File: src/rtl/axi4_wr_arbiter_if.sv
// Bundle of every signal between the write arbiter, the NUM_M stream
// writers on its upstream side and the single AXI4 write slave downstream.
// The arbiter takes the "master" modport (it masters the shared port); the
// environment (writers plus slave) takes the "slave" modport.
interface axi4_wr_arbiter_if #(
   parameter int NUM_M  = 2,
   parameter int ADDR_W = 32,
   parameter int DATA_W = 32,
   parameter int LEN_W  = 8
);

   logic [NUM_M-1:0]        m_awvalid;
   logic [NUM_M-1:0]        m_awready;
   logic [NUM_M*ADDR_W-1:0] m_awaddr;
   logic [NUM_M*LEN_W-1:0]  m_awlen;
   logic [NUM_M-1:0]        m_wvalid;
   logic [NUM_M-1:0]        m_wready;
   logic [NUM_M*DATA_W-1:0] m_wdata;
   logic [NUM_M-1:0]        m_wlast;
   logic [NUM_M-1:0]        m_bvalid;
   logic [NUM_M-1:0]        m_bready;

   logic                    s_awvalid;
   logic                    s_awready;
   logic [ADDR_W-1:0]       s_awaddr;
   logic [LEN_W-1:0]        s_awlen;
   logic                    s_wvalid;
   logic                    s_wready;
   logic [DATA_W-1:0]       s_wdata;
   logic                    s_wlast;
   logic                    s_bvalid;
   logic                    s_bready;

   modport master (
      input  m_awvalid, m_awaddr, m_awlen, m_wvalid, m_wdata, m_wlast, m_bready,
      input  s_awready, s_wready, s_bvalid,
      output m_awready, m_wready, m_bvalid,
      output s_awvalid, s_awaddr, s_awlen, s_wvalid, s_wdata, s_wlast, s_bready
   );

   modport slave (
      output m_awvalid, m_awaddr, m_awlen, m_wvalid, m_wdata, m_wlast, m_bready,
      output s_awready, s_wready, s_bvalid,
      input  m_awready, m_wready, m_bvalid,
      input  s_awvalid, s_awaddr, s_awlen, s_wvalid, s_wdata, s_wlast, s_bready
   );

endinterface

File: src/rtl/axi4_wr_arbiter.sv
// Round-robin arbiter that shares one AXI4 write port among NUM_M burst
// writers. A winner owns the port for a whole transaction (AW, every W beat,
// B) and only then does priority rotate. Nothing is buffered: the shared
// outputs are muxed straight from the granted master.
module axi4_wr_arbiter #(
   parameter int  NUM_M  = 2,
   parameter int  ADDR_W = 32,
   parameter int  DATA_W = 32,
   parameter int  LEN_W  = 8,
   localparam int ID_W   = (NUM_M > 1) ? $clog2(NUM_M) : 1
) (
   input  logic                clk,
   input  logic                reset,
   axi4_wr_arbiter_if.master   bus,
   output logic [ID_W-1:0]     grant_id,
   output logic                busy,
   output logic                err_wlast
);

   typedef enum logic [1:0] {
      IDLE,
      AW,
      W,
      B
   } state_t;

   state_t           state_q, state_d;
   logic [ID_W-1:0]  gnt_q, gnt_d;
   logic [ID_W-1:0]  lastGnt_q, lastGnt_d;
   logic [LEN_W:0]   beatCnt_q, beatCnt_d;
   logic [LEN_W-1:0] len_q, len_d;
   logic             err_q, err_d;

   logic [ID_W-1:0]  pick;
   logic [ID_W-1:0]  cand;
   logic             anyReq;

   // Round-robin search: walk from the farthest candidate to the nearest one
   // after lastGnt so the nearest requester overwrites earlier hits and wins.
   always_comb begin
      pick   = lastGnt_q;
      cand   = '0;
      anyReq = 1'b0;
      for (int k = NUM_M; k >= 1; k--) begin
         cand = ID_W'((int'(lastGnt_q) + k) % NUM_M);
         if (bus.m_awvalid[cand]) begin
            pick   = cand;
            anyReq = 1'b1;
         end
      end
   end

   // Payload muxes follow the current grant regardless of state; the valid
   // qualifiers below decide when they actually mean anything.
   always_comb begin
      bus.s_awaddr = '0;
      bus.s_awlen  = '0;
      bus.s_wdata  = '0;
      for (int i = 0; i < NUM_M; i++) begin
         if (gnt_q == ID_W'(i)) begin
            bus.s_awaddr = bus.m_awaddr[i*ADDR_W +: ADDR_W];
            bus.s_awlen  = bus.m_awlen[i*LEN_W +: LEN_W];
            bus.s_wdata  = bus.m_wdata[i*DATA_W +: DATA_W];
         end
      end
   end

   assign bus.s_wlast = bus.m_wlast[gnt_q];

   // Next-state logic plus handshake routing; only the granted master ever
   // sees a ready or bvalid, and each channel is open only in its own state.
   always_comb begin
      state_d       = state_q;
      gnt_d         = gnt_q;
      lastGnt_d     = lastGnt_q;
      beatCnt_d     = beatCnt_q;
      len_d         = len_q;
      err_d         = err_q;
      bus.s_awvalid = 1'b0;
      bus.s_wvalid  = 1'b0;
      bus.s_bready  = 1'b0;
      bus.m_awready = '0;
      bus.m_wready  = '0;
      bus.m_bvalid  = '0;

      case (state_q)
         IDLE: begin
            if (anyReq) begin
               gnt_d     = pick;
               beatCnt_d = '0;
               state_d   = AW;
            end
         end
         AW: begin
            bus.s_awvalid        = bus.m_awvalid[gnt_q];
            bus.m_awready[gnt_q] = bus.s_awready;
            if (bus.m_awvalid[gnt_q] && bus.s_awready) begin
               len_d   = bus.s_awlen;
               state_d = W;
            end
         end
         W: begin
            bus.s_wvalid        = bus.m_wvalid[gnt_q];
            bus.m_wready[gnt_q] = bus.s_wready;
            if (bus.m_wvalid[gnt_q] && bus.s_wready) begin
               beatCnt_d = beatCnt_q + 1'b1;
               if (bus.s_wlast && (beatCnt_q != {1'b0, len_q})) begin
                  err_d = 1'b1;
               end
               if (!bus.s_wlast && (beatCnt_q == {1'b0, len_q})) begin
                  err_d = 1'b1;
               end
               if (bus.s_wlast) begin
                  state_d = B;
               end
            end
         end
         B: begin
            bus.m_bvalid[gnt_q] = bus.s_bvalid;
            bus.s_bready        = bus.m_bready[gnt_q];
            if (bus.s_bvalid && bus.m_bready[gnt_q]) begin
               lastGnt_d = gnt_q;
               state_d   = IDLE;
            end
         end
         default: begin
            state_d = IDLE;
         end
      endcase
   end

   // State registers; reset parks lastGnt on the top master so master 0 is
   // the first one served.
   always_ff @(posedge clk) begin
      if (reset) begin
         state_q   <= IDLE;
         gnt_q     <= '0;
         lastGnt_q <= ID_W'(NUM_M - 1);
         beatCnt_q <= '0;
         len_q     <= '0;
         err_q     <= 1'b0;
      end else begin
         state_q   <= state_d;
         gnt_q     <= gnt_d;
         lastGnt_q <= lastGnt_d;
         beatCnt_q <= beatCnt_d;
         len_q     <= len_d;
         err_q     <= err_d;
      end
   end

   assign grant_id  = gnt_q;
   assign busy      = (state_q != IDLE);
   assign err_wlast = err_q;

endmodule

File: src/flat_wrapper.sv
// flat-port wrapper written by rule: the top's interface ports become plain ports
module axi4_wr_arbiter_flat 
#(
   parameter int  NUM_M  = 2,
   parameter int  ADDR_W = 32,
   parameter int  DATA_W = 32,
   parameter int  LEN_W  = 8,
   localparam int ID_W   = (NUM_M > 1) ? $clog2(NUM_M) : 1
)
  (clk, reset, grant_id, busy, err_wlast, bus_m_awvalid, bus_m_awaddr, bus_m_awlen, bus_m_wvalid, bus_m_wdata, bus_m_wlast, bus_m_bready, bus_s_awready, bus_s_wready, bus_s_bvalid, bus_m_awready, bus_m_wready, bus_m_bvalid, bus_s_awvalid, bus_s_awaddr, bus_s_awlen, bus_s_wvalid, bus_s_wdata, bus_s_wlast, bus_s_bready);
  axi4_wr_arbiter_if #(.NUM_M(NUM_M), .ADDR_W(ADDR_W), .DATA_W(DATA_W), .LEN_W(LEN_W)) bus_i ();
  input  logic clk;
  input  logic reset;
  output logic [ID_W-1:0] grant_id;
  output logic busy;
  output logic err_wlast;
  input wire logic [$bits(bus_i.m_awvalid)-1:0] bus_m_awvalid;
  input wire logic [$bits(bus_i.m_awaddr)-1:0] bus_m_awaddr;
  input wire logic [$bits(bus_i.m_awlen)-1:0] bus_m_awlen;
  input wire logic [$bits(bus_i.m_wvalid)-1:0] bus_m_wvalid;
  input wire logic [$bits(bus_i.m_wdata)-1:0] bus_m_wdata;
  input wire logic [$bits(bus_i.m_wlast)-1:0] bus_m_wlast;
  input wire logic [$bits(bus_i.m_bready)-1:0] bus_m_bready;
  input wire logic [$bits(bus_i.s_awready)-1:0] bus_s_awready;
  input wire logic [$bits(bus_i.s_wready)-1:0] bus_s_wready;
  input wire logic [$bits(bus_i.s_bvalid)-1:0] bus_s_bvalid;
  output wire logic [$bits(bus_i.m_awready)-1:0] bus_m_awready;
  output wire logic [$bits(bus_i.m_wready)-1:0] bus_m_wready;
  output wire logic [$bits(bus_i.m_bvalid)-1:0] bus_m_bvalid;
  output wire logic [$bits(bus_i.s_awvalid)-1:0] bus_s_awvalid;
  output wire logic [$bits(bus_i.s_awaddr)-1:0] bus_s_awaddr;
  output wire logic [$bits(bus_i.s_awlen)-1:0] bus_s_awlen;
  output wire logic [$bits(bus_i.s_wvalid)-1:0] bus_s_wvalid;
  output wire logic [$bits(bus_i.s_wdata)-1:0] bus_s_wdata;
  output wire logic [$bits(bus_i.s_wlast)-1:0] bus_s_wlast;
  output wire logic [$bits(bus_i.s_bready)-1:0] bus_s_bready;
  assign bus_i.m_awvalid = bus_m_awvalid;
  assign bus_i.m_awaddr = bus_m_awaddr;
  assign bus_i.m_awlen = bus_m_awlen;
  assign bus_i.m_wvalid = bus_m_wvalid;
  assign bus_i.m_wdata = bus_m_wdata;
  assign bus_i.m_wlast = bus_m_wlast;
  assign bus_i.m_bready = bus_m_bready;
  assign bus_i.s_awready = bus_s_awready;
  assign bus_i.s_wready = bus_s_wready;
  assign bus_i.s_bvalid = bus_s_bvalid;
  assign bus_m_awready = bus_i.m_awready;
  assign bus_m_wready = bus_i.m_wready;
  assign bus_m_bvalid = bus_i.m_bvalid;
  assign bus_s_awvalid = bus_i.s_awvalid;
  assign bus_s_awaddr = bus_i.s_awaddr;
  assign bus_s_awlen = bus_i.s_awlen;
  assign bus_s_wvalid = bus_i.s_wvalid;
  assign bus_s_wdata = bus_i.s_wdata;
  assign bus_s_wlast = bus_i.s_wlast;
  assign bus_s_bready = bus_i.s_bready;
  axi4_wr_arbiter #(.NUM_M(NUM_M), .ADDR_W(ADDR_W), .DATA_W(DATA_W), .LEN_W(LEN_W)) u_core (.clk(clk), .reset(reset), .bus(bus_i), .grant_id(grant_id), .busy(busy), .err_wlast(err_wlast));
endmodule
File: config.mk
export PLATFORM = sky130hd
export DESIGN_NAME = axi4_wr_arbiter_flat
export DESIGN_NICKNAME = d
export VERILOG_FILES = /design/src/rtl/axi4_wr_arbiter_if.sv /design/src/rtl/axi4_wr_arbiter.sv /design/src/flat_wrapper.sv
export SDC_FILE = /design/constraint.sdc
export NUM_CORES = 1
export LEC_CHECK = 0
export ABC_AREA = 1
export CORE_MARGIN = 2
export CORE_UTILIZATION = 26
export DETAILED_ROUTE_END_ITERATION = 16
export PLACE_DENSITY_LB_ADDON = 0.15
export SYNTH_ARGS = -nofsm -noshare
export SYNTH_HDL_FRONTEND = slang
export SYNTH_SLANG_ARGS = --single-unit
File: constraint.sdc
create_clock -name clk -period 1.5 [get_ports clk]
set_input_delay 0.15 -clock clk [delete_from_list [all_inputs] [get_ports clk]]
set_output_delay 0.15 -clock clk [all_outputs]
set_load 0.01 [all_outputs]
== Yosys cells after proc, flatten, opt, wreduce, memory -nomap -nowiden ==
Cells that the tools add are included.

* Logic and storage cells: 81
* Register bits after elaboration: 22
* Bits of input ports: 157

* Magnitude comparators: 4
* Add/subtract/negate cells: 3
* Mux-type cells: 38
* Reductions and logical operators: 17
* Eq/ne operators: 10
* Bitwise gates (word level): 3

{| class="wikitable"
|+ Operators with widths
! cell !! count
|-
| 32-bit two-way mux || 2
|-
| 1-bit two-way mux || 22
|-
| 9-bit two-way mux || 2
|-
| 9-bit case mux with 2 select lines || 1
|-
| 2-bit two-way mux || 8
|-
| 2-bit by 1-bit inequality test with 1-bit output, second input constant || 5
|-
| 9-bit by 1-bit adder with 9-bit output, second input constant || 1
|-
| 9-bit by 8-bit == test with 1-bit output || 1
|-
| 9-bit by 8-bit inequality test with 1-bit output || 1
|-
| 8-bit two-way mux || 1
|-
| 2-bit case mux with 4 select lines || 1
|-
| 2-bit AND || 3
|-
| 1-bit logical AND || 6
|-
| 1-bit by 2-bit less-than comparator with 1-bit output, second input constant || 3
|-
| 2-bit AND reduction || 3
|-
| 3-bit AND reduction || 2
|-
| 2-bit nonzero test || 3
|-
| 5-bit AND reduction || 1
|-
| 2-bit == test, second input constant || 2
|-
| 1-bit adder, second input constant || 2
|-
| 2-bit by 1-bit == test with 1-bit output, second input constant || 1
|-
| 2-bit zero test || 1
|-
| 1-bit demux with 1-bit select || 1
|-
| 1-bit >= comparator, second input constant || 1
|-
| 1-bit zero test || 1
|}

== Logic depth before layout (Yosys ltp) ==
Gate-level depths: netlist of the first run.

* Word-level depth: 7
* Gate-level depth with buffers: 11
* Gate-level depth less buffers: 10

== Worst setup path after synthesis of the first run ==
OpenSTA, ideal clock, no wires.

* Path type: register -> register
* From: register u_core.state_q[0]
* To: register u_core.beatCnt_q[4]
* Stages on the path, launching flop included: 8
* Arrival: 1313 ps
* Setup slack: 62 ps
* Setup time: 126 ps
* Path buffers: 0
* Clock period less this slack: 1438 ps
* Required time: 1374 ps
* Path through: dfxtp_1 > inv_1 > ha_1 > nor2_1 > nor2_8 > nand2_2 > xor2_1 > nor2_1

* Word-level cells in the longest chain between the ends: 3

{| class="wikitable"
|+ Ends and longest elaborated chain
! element !! line !! source
|-
| start: declaration || axi4_wr_arbiter.sv:27 || <nowiki>state_t state_q, state_d;</nowiki>
|-
| start signal: assignment || axi4_wr_arbiter.sv:143 || <nowiki>state_q <= state_d;</nowiki>
|-
| 2-bit == test / 2-bit zero test (equally long branches) || axi4_wr_arbiter.sv:86 || <nowiki>case (state_q)</nowiki>
|-
| 2-bit by 1-bit inequality test with 1-bit output (no line) / 2-bit nonzero test (equally long branches) || -- ||
|-
| 3-bit AND reduction (no line) || -- ||
|-
| end signal: assignment || axi4_wr_arbiter.sv:146 || <nowiki>beatCnt_q <= beatCnt_d;</nowiki>
|-
| end: declaration || axi4_wr_arbiter.sv:30 || <nowiki>logic [LEN_W:0] beatCnt_q, beatCnt_d;</nowiki>
|}

Several ways; a longest one is shown, not always the timed one.
A chain may end at the register's enable or synchronous reset.

== Worst setup path in the final report of the first run ==
* From: register u_core.gnt_q, in the netlist u_core.grant_id
* To: output port bus_s_wdata[21]

* Word-level cells in the longest chain between the ends: 1

{| class="wikitable"
|+ Ends and longest elaborated chain
! element !! line !! source
|-
| start: declaration || axi4_wr_arbiter.sv:28 || <nowiki>logic [ID_W-1:0] gnt_q, gnt_d;</nowiki>
|-
| start signal: assignment || axi4_wr_arbiter.sv:144 || <nowiki>gnt_q <= gnt_d;</nowiki>
|-
| 32-bit two-way mux || axi4_wr_arbiter.sv:60 || <nowiki>if (gnt_q == ID_W'(i)) begin</nowiki>
|-
| end: declaration || flat_wrapper.sv:34 || <nowiki>output wire logic [$bits(bus_i.s_wdata)-1:0] bus_s_wdata;</nowiki>
|}

Every way passes these cells.

==> out/qor.txt, run 1 <==
die height - 96.3 um
first-pass GRT wire length - 16500 um
Max-Cap Viols - 0
Tcrit/Tclk final - 114%
Synth Cell Area - 2220 um^2
Post-DP HPWL - 9060 um
Clk pwr share - 12.1%
met1 global-route usage - 24.7%
power per cell area - 857 nW/um^2
Syn Inst Count - 441
Critical Path Sink Type - output pin
Worst Path Required - 1350 ps
Inst Count DP - 806
synthesized area per cell - 5.02 um^2
Filler cells - 734
minimum clock period - 1710 ps
Final Instance Area - 5350 um^2
Hold Path Cell Cnt - 2
P_sw - 0.00190 W
Tot Pwr - 0.00459 W
GPL Wtd Cong - 0.866
area delta synth->final - 142%
fmax - 584 MHz
First-pass DRT Iterations - 6
Max Root-Sink Buffers - 2
maximum VDD drop - 0.416 mV
Setup violations, final - 37
Ports - 242
number of diodes - 0
Hold Path Origin - u_core.err_wlast$_SDFFE_PP0P_
initial antenna violation count - 0
Cell Area, Placed - 5030 um^2
# nets final - 881
FF-to-FF Start - u_core.grant_id$_SDFFE_PP0P_
fin. max-slew vios - 0
vias per inst - 4.45
failing checks - negative setup slack
vias in the first global route - 3543
core box area - 8260 um^2
Reg power frac - 15.8%
TritonCTS clock tree - yes
met2 GRT Util - 42.1%
RR Endpoint - u_core.state_q[0]$_SDFFE_PP0P_
Layout Cells excl Fill - 823
largest net degree at the start of global routing - 24
total die area - 9280 um^2
final antenna-violating net count - 0
switching share of power - 41.3%
final wirelength - 11200 um
register area share after synthesis - 19.9%
Setup Crit Path Kind - flop to output pin
Row Count - 33
Clock transition at path regs - 90 ps
CP arrival - 1560 ps
total track usage - 22.6%
CTS Sinks - 22
clk root buf - clkbuf_8
RSZ-0062 raised after global routing - yes
DR WL/cell - 13.6 um
port bufs - 241
Leak - 2.74 nW
DRC - 0
Synth Warn # - 0
worst skew pair latency - 270 ps
#FFs+latches synth - 22
gr busiest metal - met2
final hold vios - 0
Logic pwr share - 72.0%
Crit Path Max Fanout - 16
startpoint types - flop
met3 Usage GRT - 6.11%
layout cells sized above 1 - 24.2%
Horiz. Die Dim - 96.3 um
H-tree depth - 1
Final Skew - 8.59 ps
Initial Util - 26.8%
Syn Nets - 603
internal power - 0.00269 W
Slew headroom - 83.8%
GRT overflow - 0
status - finished with violations
setup slack after layout - -213 ps
synth unique cells - 27
via count - 3661
R2R Setup Slk - -170 ps
Min-Delay Path Class - flop to flop
Worst Hold Path EP - u_core.err_wlast$_SDFFE_PP0P_
cts bufs inserted - 3
FF-to-FF path depth - 12
DRT iter0 DRCs - 104
slew at the pin closest to its max-slew limit - 241 ps
-- cell usage after synthesis (all sizes together) --
master | instances | share of area, %
inv | 33 | 5.6
nand4 | 3 | 0.85
dfxtp | 22 | 20
a31oi | 1 | 0.28
nor2 | 27 | 5.3
nor3 | 2 | 0.68
and2 | 1 | 0.28
xor2 | 3 | 1.2
clkinv | 1 | 0.40
o211ai | 1 | 0.34
a21boi | 1 | 0.34
nand2 | 277 | 48
ha | 5 | 2.8
a21oi | 19 | 4.3
buf | 15 | 3.4
nand3 | 10 | 2.3
clkbuf | 4 | 0.68
o21ai | 16 | 3.6
-- state kept, by name, indices dropped and copies added, names as in the netlist --
signal,cells
u_core.grant_id,1
u_core.beatCnt_q,9
u_core.len_q,8
u_core.err_wlast,1
u_core.state_q,2
u_core.lastGnt_q,1
-- repair_timing --
action	CTS	global route
pin swaps	8	11
setup endpoints to repair	94	101
cloned	2	1
hold buffers	0	0
buffers inserted	5	6
gates resized for setup	227	129
-- layout make-up --
| type | instances | area [um^2] | share of cell area [%] |
|---|---|---|---|
| Clock inverter | 1 | 30.0 | 0.561 |
| Tap cell | 105 | 131 | 2.45 |
| Inverter | 34 | 143 | 2.66 |
| Timing Repair Buffer | 291 | 2820 | 52.7 |
| Sequential cell | 22 | 447 | 8.35 |
| Clock buffer | 3 | 41.3 | 0.771 |
| Multi-Input combinational cell | 367 | 1740 | 32.5 |
-- stage by stage --
stage | TNS [ps] | setup WS [ps] | hold slack, ps | utilization [%]
2_1_floorplan | 0 | 61.6 | 219 | -
3_3_place_gp | -2690 | -146 | 452 | 60.9
3_5_place_dp | -4720 | -212 | 449 | 60.9
4_1_cts | -6160 | -248 | 462 | 62.2
5_1_grt | -6830 | -283 | 493 | 64.8
6_report | -2580 | -213 | 457 | 64.8
-- power by group through the flow --
stage | Combinational, W | Clock (W) | Sequential [W]
final | 0.00331 | 0.000557 | 0.000726
after global routing | 0.00360 | 0.000595 | 0.000735
after CTS | 0.00314 | 0.000566 | 0.000724
after detailed placement | 0.00307 | 0 | 0.000722
after global placement | 0.00304 | 0 | 0.000716
after floorplan | 0.00132 | 0 | 0.000702
-- cells in the final DEF (no fill, tap or decap), types with 5 or more instances in the layout --
cell type / Yosys / layout
buf_6: 1 / 27
clkbuf_2: 0 / 22
nand2_1: 271 / 239
buf_2: 6 / 22
dfxtp_1: 22 / 19
a21oi_1: 19 / 17
nand3_1: 10 / 10
inv_1: 32 / 32
nor2_4: 0 / 5
dlymetal6s2s_1: 0 / 16
nor2_1: 26 / 21
clkdlybuf4s50_1: 0 / 160
buf_4: 1 / 26
buf_12: 0 / 6
o21ai_1: 1 / 11
nand2_2: 5 / 33
nand2_4: 1 / 5
-- critical path, stage by stage (launching register included) --
cell,delay [ps]
dfxtp_4,450
buf_8,180
nand2_1,70
nand2_1,70
clkdlybuf4s50_1,530
-- logic make-up (layout without fill, tap and decap cells) --
logic type / Yosys count / in the layout / share of synthesized area [%]
AOI/OAI and AO/OA: 38 / 38 / 8.87
and+or+nand+nor: 320 / 321 / 57.2
adders and majority gates: 5 / 5 / 2.82
DFF: 22 / 22 / 19.9
xor gates and xnor gates: 3 / 3 / 1.19
buffers and inverters: 53 / 329 / 10.1
-- routing by layer --
metal,part of all wire [%],routed length [um]
met3,6.7,751
met4,2.5,274
met5,0,0
met2,54,5990
met1,37,4130
-- worst max-delay path by stage --
| stage | from | to | slack [ps] | cells after the start |
|---|---|---|---|---|
| floorplan | u_core.state_q[0]$_SDFFE_PP0P_ | u_core.beatCnt_q[4]$_SDFFE_PP0P_ | 60 | 7 |
| global placement | bus_m_bready[1] | bus_s_bready | -150 | 5 |
| detailed placement | bus_m_bready[1] | u_core.state_q[0]$_SDFFE_PP0P_ | -210 | 10 |
| CTS | u_core.grant_id$_SDFFE_PP0P_ | bus_s_wdata[2] | -250 | 4 |
| global route | u_core.grant_id$_SDFFE_PP0P_ | bus_s_wdata[23] | -280 | 4 |
| finish | u_core.grant_id$_SDFFE_PP0P_ | bus_s_wdata[21] | -210 | 4 |
No activity file was read; power rests on OpenSTA's default activity.
==> inputs of run 2 (changes only) <==
--- a/config.mk
+++ b/config.mk
@@ -10,4 +10,5 @@
 export CORE_UTILIZATION = 26
 export DETAILED_ROUTE_END_ITERATION = 16
+export GPL_ROUTABILITY_DRIVEN = 0
 export PLACE_DENSITY_LB_ADDON = 0.15
 export SYNTH_ARGS = -nofsm -noshare
==> constraint.sdc (replaced) <==
create_clock -name clk -period 1.5 [get_ports clk]
set_input_delay 0.3 -clock clk [delete_from_list [all_inputs] [get_ports clk]]
set_output_delay 0.3 -clock clk [all_outputs]
set_load 0.01 [all_outputs]
==> run 2 against run 1 <==
Effect of this change: the run still ends with negative setup slack left; sequential share of layout area is 0.84 points lower; core utilization up 8.0 points; clock-buffer cell count rose by 1; clock power decreased by 18%; combinational power rose by 23%; die area unchanged; via count is 6.1% higher; non-clock buffer count rose by 25; worst setup slack worse by 32 ps; wire length grew 13%; cell count up 3.0%; cell area rose by 12%; largest cell class unchanged; highest routed layer unchanged.
==> out/qor.txt, run 2 (synthesis gave the netlist of run 1 again) <==
# hold bufs at CTS - 0 (unchanged)
GRT overflow - 0 (unchanged)
commonest non-fill, non-tap cell in the layout - nand2_1
Crit Path Max Fanout - 11 (-5)
Hold Path Origin - u_core.err_wlast$_SDFFE_PP0P_
Post-DP HPWL - 9140 um (+0.84%)
Slew headroom - 80.4% (-3.4 points)
via count - 3883 (+6.1%)
Setup violations, final - 95 (+160%)
Inst Count DP - 811 (+0.62%)
pre-CTS setup slack - -443 ps (-232 ps)
Tcrit/Tclk final - 116% (+2.1 points)
power per cell area - 874 nW/um^2 (+2.0%)
Ports - 242 (unchanged)
final wirelength - 12700 um (+13%)
TritonCTS clock tree - yes
number of diodes - 0 (unchanged)
vias in the first global route - 3719 (+5.0%)
vias per inst - 4.58 (+2.9%)
total track usage - 24.2% (+1.7 points)
die height - 96.3 um (unchanged)
Min-Delay Path Class - flop to flop
CTS Sinks - 22 (unchanged)
first-pass GRT wire length - 17400 um (+5.6%)
largest net degree at the start of global routing - 15 (-38%)
final hold vios - 0 (unchanged)
fin. max-slew vios - 0 (unchanged)
RSZ-0062 raised after global routing - yes
status - finished with violations
commonest non-fill, non-tap cells in the layout - 169 x nand2_1, 157 x clkdlybuf4s50_1, 84 x nand2_2, 51 x buf_6, 42 x buf_2
FF-to-FF Start - u_core.grant_id$_SDFFE_PP0P_
worst skew pair latency - 270 ps (about the same)
Layout Cells excl Fill - 848 (+3.0%)
fmax - 573 MHz (-1.8%)
Horiz. Die Dim - 96.3 um (unchanged)
CP arrival - 1450 ps (-110 ps)
H-tree depth - 1 (unchanged)
Biggest register - u_core.beatCnt_q
DRT iter0 DRCs - 76 (-27%)
minimum clock period - 1750 ps (+32.1 ps)
Max Root-Sink Buffers - 2 (unchanged)
Final Skew - 1.44 ps (-7.15 ps)
Top Registers - u_core.beatCnt_q x9, u_core.len_q x8, u_core.state_q x2
final antenna-violating net count - 0 (unchanged)
setup_tns - -14270 ps (-11680 ps)
total die area - 9280 um^2 (unchanged)
area delta synth->final - 171%
# nets final - 906 (+2.8%)
startpoint types - flop
failing checks - negative setup slack
Worst Path Required - 1200 ps (-150 ps)
DRC - 0 (unchanged)
DR WL/cell - 14.9 um (+10%)
layout cells sized above 1 - 40.6% (+16 points)
First-pass DRT Iterations - 6 (unchanged)
CP startpoint - u_core.grant_id$_SDFFE_PP0P_
Critical Path Sink Type - output pin
Row Count - 33 (unchanged)
Leak - 2.89 nW (+5.5%)
Max-Cap Viols - 0 (unchanged)
Setup Crit Path Kind - flop to output pin
slew at the pin closest to its max-slew limit - 291 ps (+50.4 ps)
cts bufs inserted - 3 (unchanged)
max FFs per register - 9 (unchanged)
setup slack after layout - -245 ps (-32.1 ps)
core box area - 8260 um^2 (unchanged)
initial antenna violation count - 0 (unchanged)
maximum VDD drop - 0.504 mV (+21%)
Clock transition at path regs - 90 ps (about the same)
Initial Util - 26.8% (unchanged)
clk root buf - clkbuf_8
port bufs - 241 (unchanged)
run 2: path summary, 6_finish.rpt:
kind,endpoint,slack [ps],cells after the start
setup / recovery,bus_s_wdata[2],-250,7
hold / removal,u_core.err_wlast$_SDFFE_PP0P_,460,2
setup reg to reg,u_core.state_q[0]$_SDFFE_PP0P_,-170,12
hold reg to reg,u_core.err_wlast$_SDFFE_PP0P_,460,2
run 2: final cells by class:
| type | count | area, um^2 |
|---|---|---|
| well taps | 105 | 131 |
| repair buffers | 316 | 3140 |
| flip-flops and latches | 22 | 452 |
| inverters | 34 | 143 |
| fillers | 668 | 2240 |
| clock buffers | 4 | 55.1 |
| multi-input cells | 367 | 2100 |
run 2: per-stage QoR:
stage	area, um^2	total power (W)	hold WS, ps	utilization [%]
2_1_floorplan	2220	0.00202	369	-
3_3_place_gp	5040	0.00377	442	61.1
3_5_place_dp	5040	0.00380	447	61.1
4_1_cts	5510	0.00473	460	66.7
5_1_grt	6010	0.00562	486	72.8
6_report	6010	0.00526	461	72.8
run 2: critical path: stages (launching register included):
cell and delay [ps]:
dfxtp_4 370, buf_12 140, buf_4 150, buf_4 140, buf_12 130, nand2_1 60, nand2_1 60, buf_6 120
run 2: metal layers:
metal  part of all wire (%)  track usage [%]
met4                    2.0             7.04
met1                     37             27.7
met2                     55             44.9
met3                    6.0             5.09
met5                      0                0
run 2: what timing repair did:
item,in CTS,in global routing
gates cloned,8,2
setup endpoints to repair,96,103
pin swaps,28,31
resized for setup,445,144
setup buffers,21,4
run 2: report_power, final:
part           total (W)  internal, W  switching, W
registers       0.000735     0.000665     0.0000705
logic            0.00407      0.00212       0.00195
clock network   0.000458     0.000235      0.000223
==> inputs of run 3 (changes only) <==
- ABC_CLOCK_PERIOD_IN_PS: not set -> 1500
- CTS_BUF_LIST: not set -> sky130_fd_sc_hd__clkbuf_16
==> run 3 against run 2 <==
Effect of this change: maximum frequency is 2.6% higher; the flow still finishes with violations (negative setup slack); highest routed layer unchanged; critical path type unchanged; power grew 4.7%; critical path depth is the same; first-iteration DRC count rose by 36%; sequential power increased by 1%; die area unchanged; clock skew rose by 0.52 ps; wire length is 1.7% higher; combinational power rose by 2%; via count about the same; register-to-register slack about the same.
==> out/qor.txt, run 3 (synthesis gave the netlist of run 1 again) <==
Setup violations, final - 98 (+3.2%)
maximum VDD drop - 0.459 mV (-8.9%)
commonest non-fill, non-tap cells in the layout - 157 x clkdlybuf4s50_1, 156 x nand2_1, 85 x nand2_2, 57 x buf_6, 40 x buf_2
power per cell area - 893 nW/um^2 (+2.2%)
Critical Path Sink Type - output pin
Tot Pwr - 0.00551 W (+4.7%)
status - finished with violations
CP cell instances - buf_12 -> clkinv_16 -> buf_12 -> buf_16 -> nand2_4 -> a21oi_2 -> buf_2
DRC - 0 (unchanged)
Ports - 242 (unchanged)
# nets final - 904 (-0.22%)
DRT iter0 DRCs - 103 (+36%)
DR WL/cell - 15.2 um (+2.0%)
total track usage - 24.5% (+0.26 points)
final hold vios - 0 (unchanged)
register area - 452 um^2 (unchanged)
core box area - 8260 um^2 (unchanged)
CP arrival - 1400 ps (-50 ps)
largest net degree at the start of global routing - 17 (+2)
cts bufs inserted - 3 (unchanged)
Layout Cells excl Fill - 846 (-0.24%)
Post-DP HPWL - 9140 um (unchanged)
Worst Path Required - 1200 ps (about the same)
vias in the first global route - 3722 (+0.081%)
CTS Sinks - 22 (unchanged)
H-tree depth - 1 (unchanged)
die height - 96.3 um (unchanged)
Max-Cap Viols - 0 (unchanged)
TritonCTS clock tree - yes
Setup Crit Path Kind - flop to output pin
worst skew pair latency - 260 ps (about the same)
Slowest-stage cell, CP - dfxtp_4
initial antenna violation count - 0 (unchanged)
clk root buf - clkbuf_16
slew at the pin closest to its max-slew limit - 279 ps (-12.1 ps)
setup slack after layout - -201 ps (+44.3 ps)
Inst Count DP - 811 (unchanged)
Leak - 2.91 nW (+0.65%)
Biggest register - u_core.beatCnt_q
Initial Util - 26.8% (unchanged)
total die area - 9280 um^2 (unchanged)
failing checks - negative setup slack
Max Root-Sink Buffers - 2 (unchanged)
most used cell, CP - buf_12
RSZ-0062 raised after global routing - yes
Clock transition at path regs - 60 ps (-30 ps)
Slew headroom - 81.2% (+0.82 points)
Top Registers - u_core.beatCnt_q x9, u_core.len_q x8, u_core.state_q x2
Crit Path Max Fanout - 7 (-4)
via count - 3882 (-0.026%)
final wirelength - 12900 um (+1.7%)
area of the multi-input gates - 2180 um^2 (+3.9%)
First-pass DRT Iterations - 4 (-2)
pre-CTS setup slack - -443 ps (unchanged)
port bufs - 241 (unchanged)
max FFs per register - 9 (unchanged)
fin. max-slew vios - 0 (unchanged)
area delta synth->final - 178%
Horiz. Die Dim - 96.3 um (unchanged)
startpoint types - flop
number of diodes - 0 (unchanged)
Tcrit/Tclk final - 113% (-3.0 points)
vias per inst - 4.59 (+0.21%)
# hold bufs at CTS - 0 (unchanged)
GRT overflow - 0 (unchanged)
commonest non-fill, non-tap cell in the layout - clkdlybuf4s50_1
Row Count - 33 (unchanged)
final antenna-violating net count - 0 (unchanged)
first-pass GRT wire length - 17600 um (+1.3%)
Filler cells - 631 (-5.5%)
minimum clock period - 1700 ps (-44.3 ps)
largest stage delay on the critical path - 360 ps (about the same)
fmax - 588 MHz (+2.6%)
Min-Delay Path Class - flop to flop
Final Skew - 1.97 ps (+0.525 ps)
layout cells sized above 1 - 42.1% (+1.5 points)
run 3: layout make-up:
type	count	area share [%]
inverters	34	2.54
clock buffers	3	1.22
well taps	105	2.13
clock inverters	1	0.0609
repair buffers	314	51.4
multi-input cells	367	35.3
flip-flops and latches	22	7.33
run 3: final timing paths:
kind	startpoint	endpoint	slack [ps]	cells after the start
worst max register to register	u_core.grant_id$_SDFFE_PP0P_	u_core.beatCnt_q[3]$_SDFFE_PP0P_	-180	13
worst max-delay path	u_core.grant_id$_SDFFE_PP0P_	bus_s_wvalid	-200	7
worst min-delay path	u_core.err_wlast$_SDFFE_PP0P_	u_core.err_wlast$_SDFFE_PP0P_	460	2
worst min register to register	u_core.err_wlast$_SDFFE_PP0P_	u_core.err_wlast$_SDFFE_PP0P_	460	2
run 3: timing repair:
action | in CTS | in global routing
endpoints found under the setup margin | 96 | 103
resized for setup | 455 | 183
pin swaps | 26 | 31
cloned | 8 | 3
buffers inserted | 21 | 5
run 3: per-stage QoR:
stage / utilization, % / hold slack [ps] / cell area [um^2] / TNS, ps
after CTS: 67.1 / 458 / 5540 / -13940
after floorplan: - / 369 / 2220 / 0
after detailed placement: 61.1 / 447 / 5040 / -24550
final: 74.6 / 458 / 6160 / -13720
after global routing: 74.6 / 483 / 6160 / -19120
after global placement: 61.1 / 442 / 5040 / -23570
run 3: routing by layer:
layer | track usage, % | routed length, um | up-vias
met5 | 0 | 0 | -
met4 | 6.46 | 188 | 0
met3 | 5.72 | 860 | 14
met2 | 45.1 | 7150 | 122
met1 | 28.1 | 4680 | 1801
li1 | - | - | 1945
run 3: worst max-delay path, delay by kind of cell, from the launching register on:
family	cells	cell delay (ps)
and+or+nand+nor	1	50
buffers and inverters	5	590
AOI/OAI and AO/OA	1	140
DFF	1	360
run 3: power breakdown:
| group | switching [W] | internal [W] | leakage, nW | total [W] |
|---|---|---|---|---|
| clock network | 0.000233 | 0.000357 | 0.0385 | 0.000589 |
| registers | 0.0000788 | 0.000666 | 0.180 | 0.000745 |
| logic | 0.00199 | 0.00218 | 2.69 | 0.00417 |
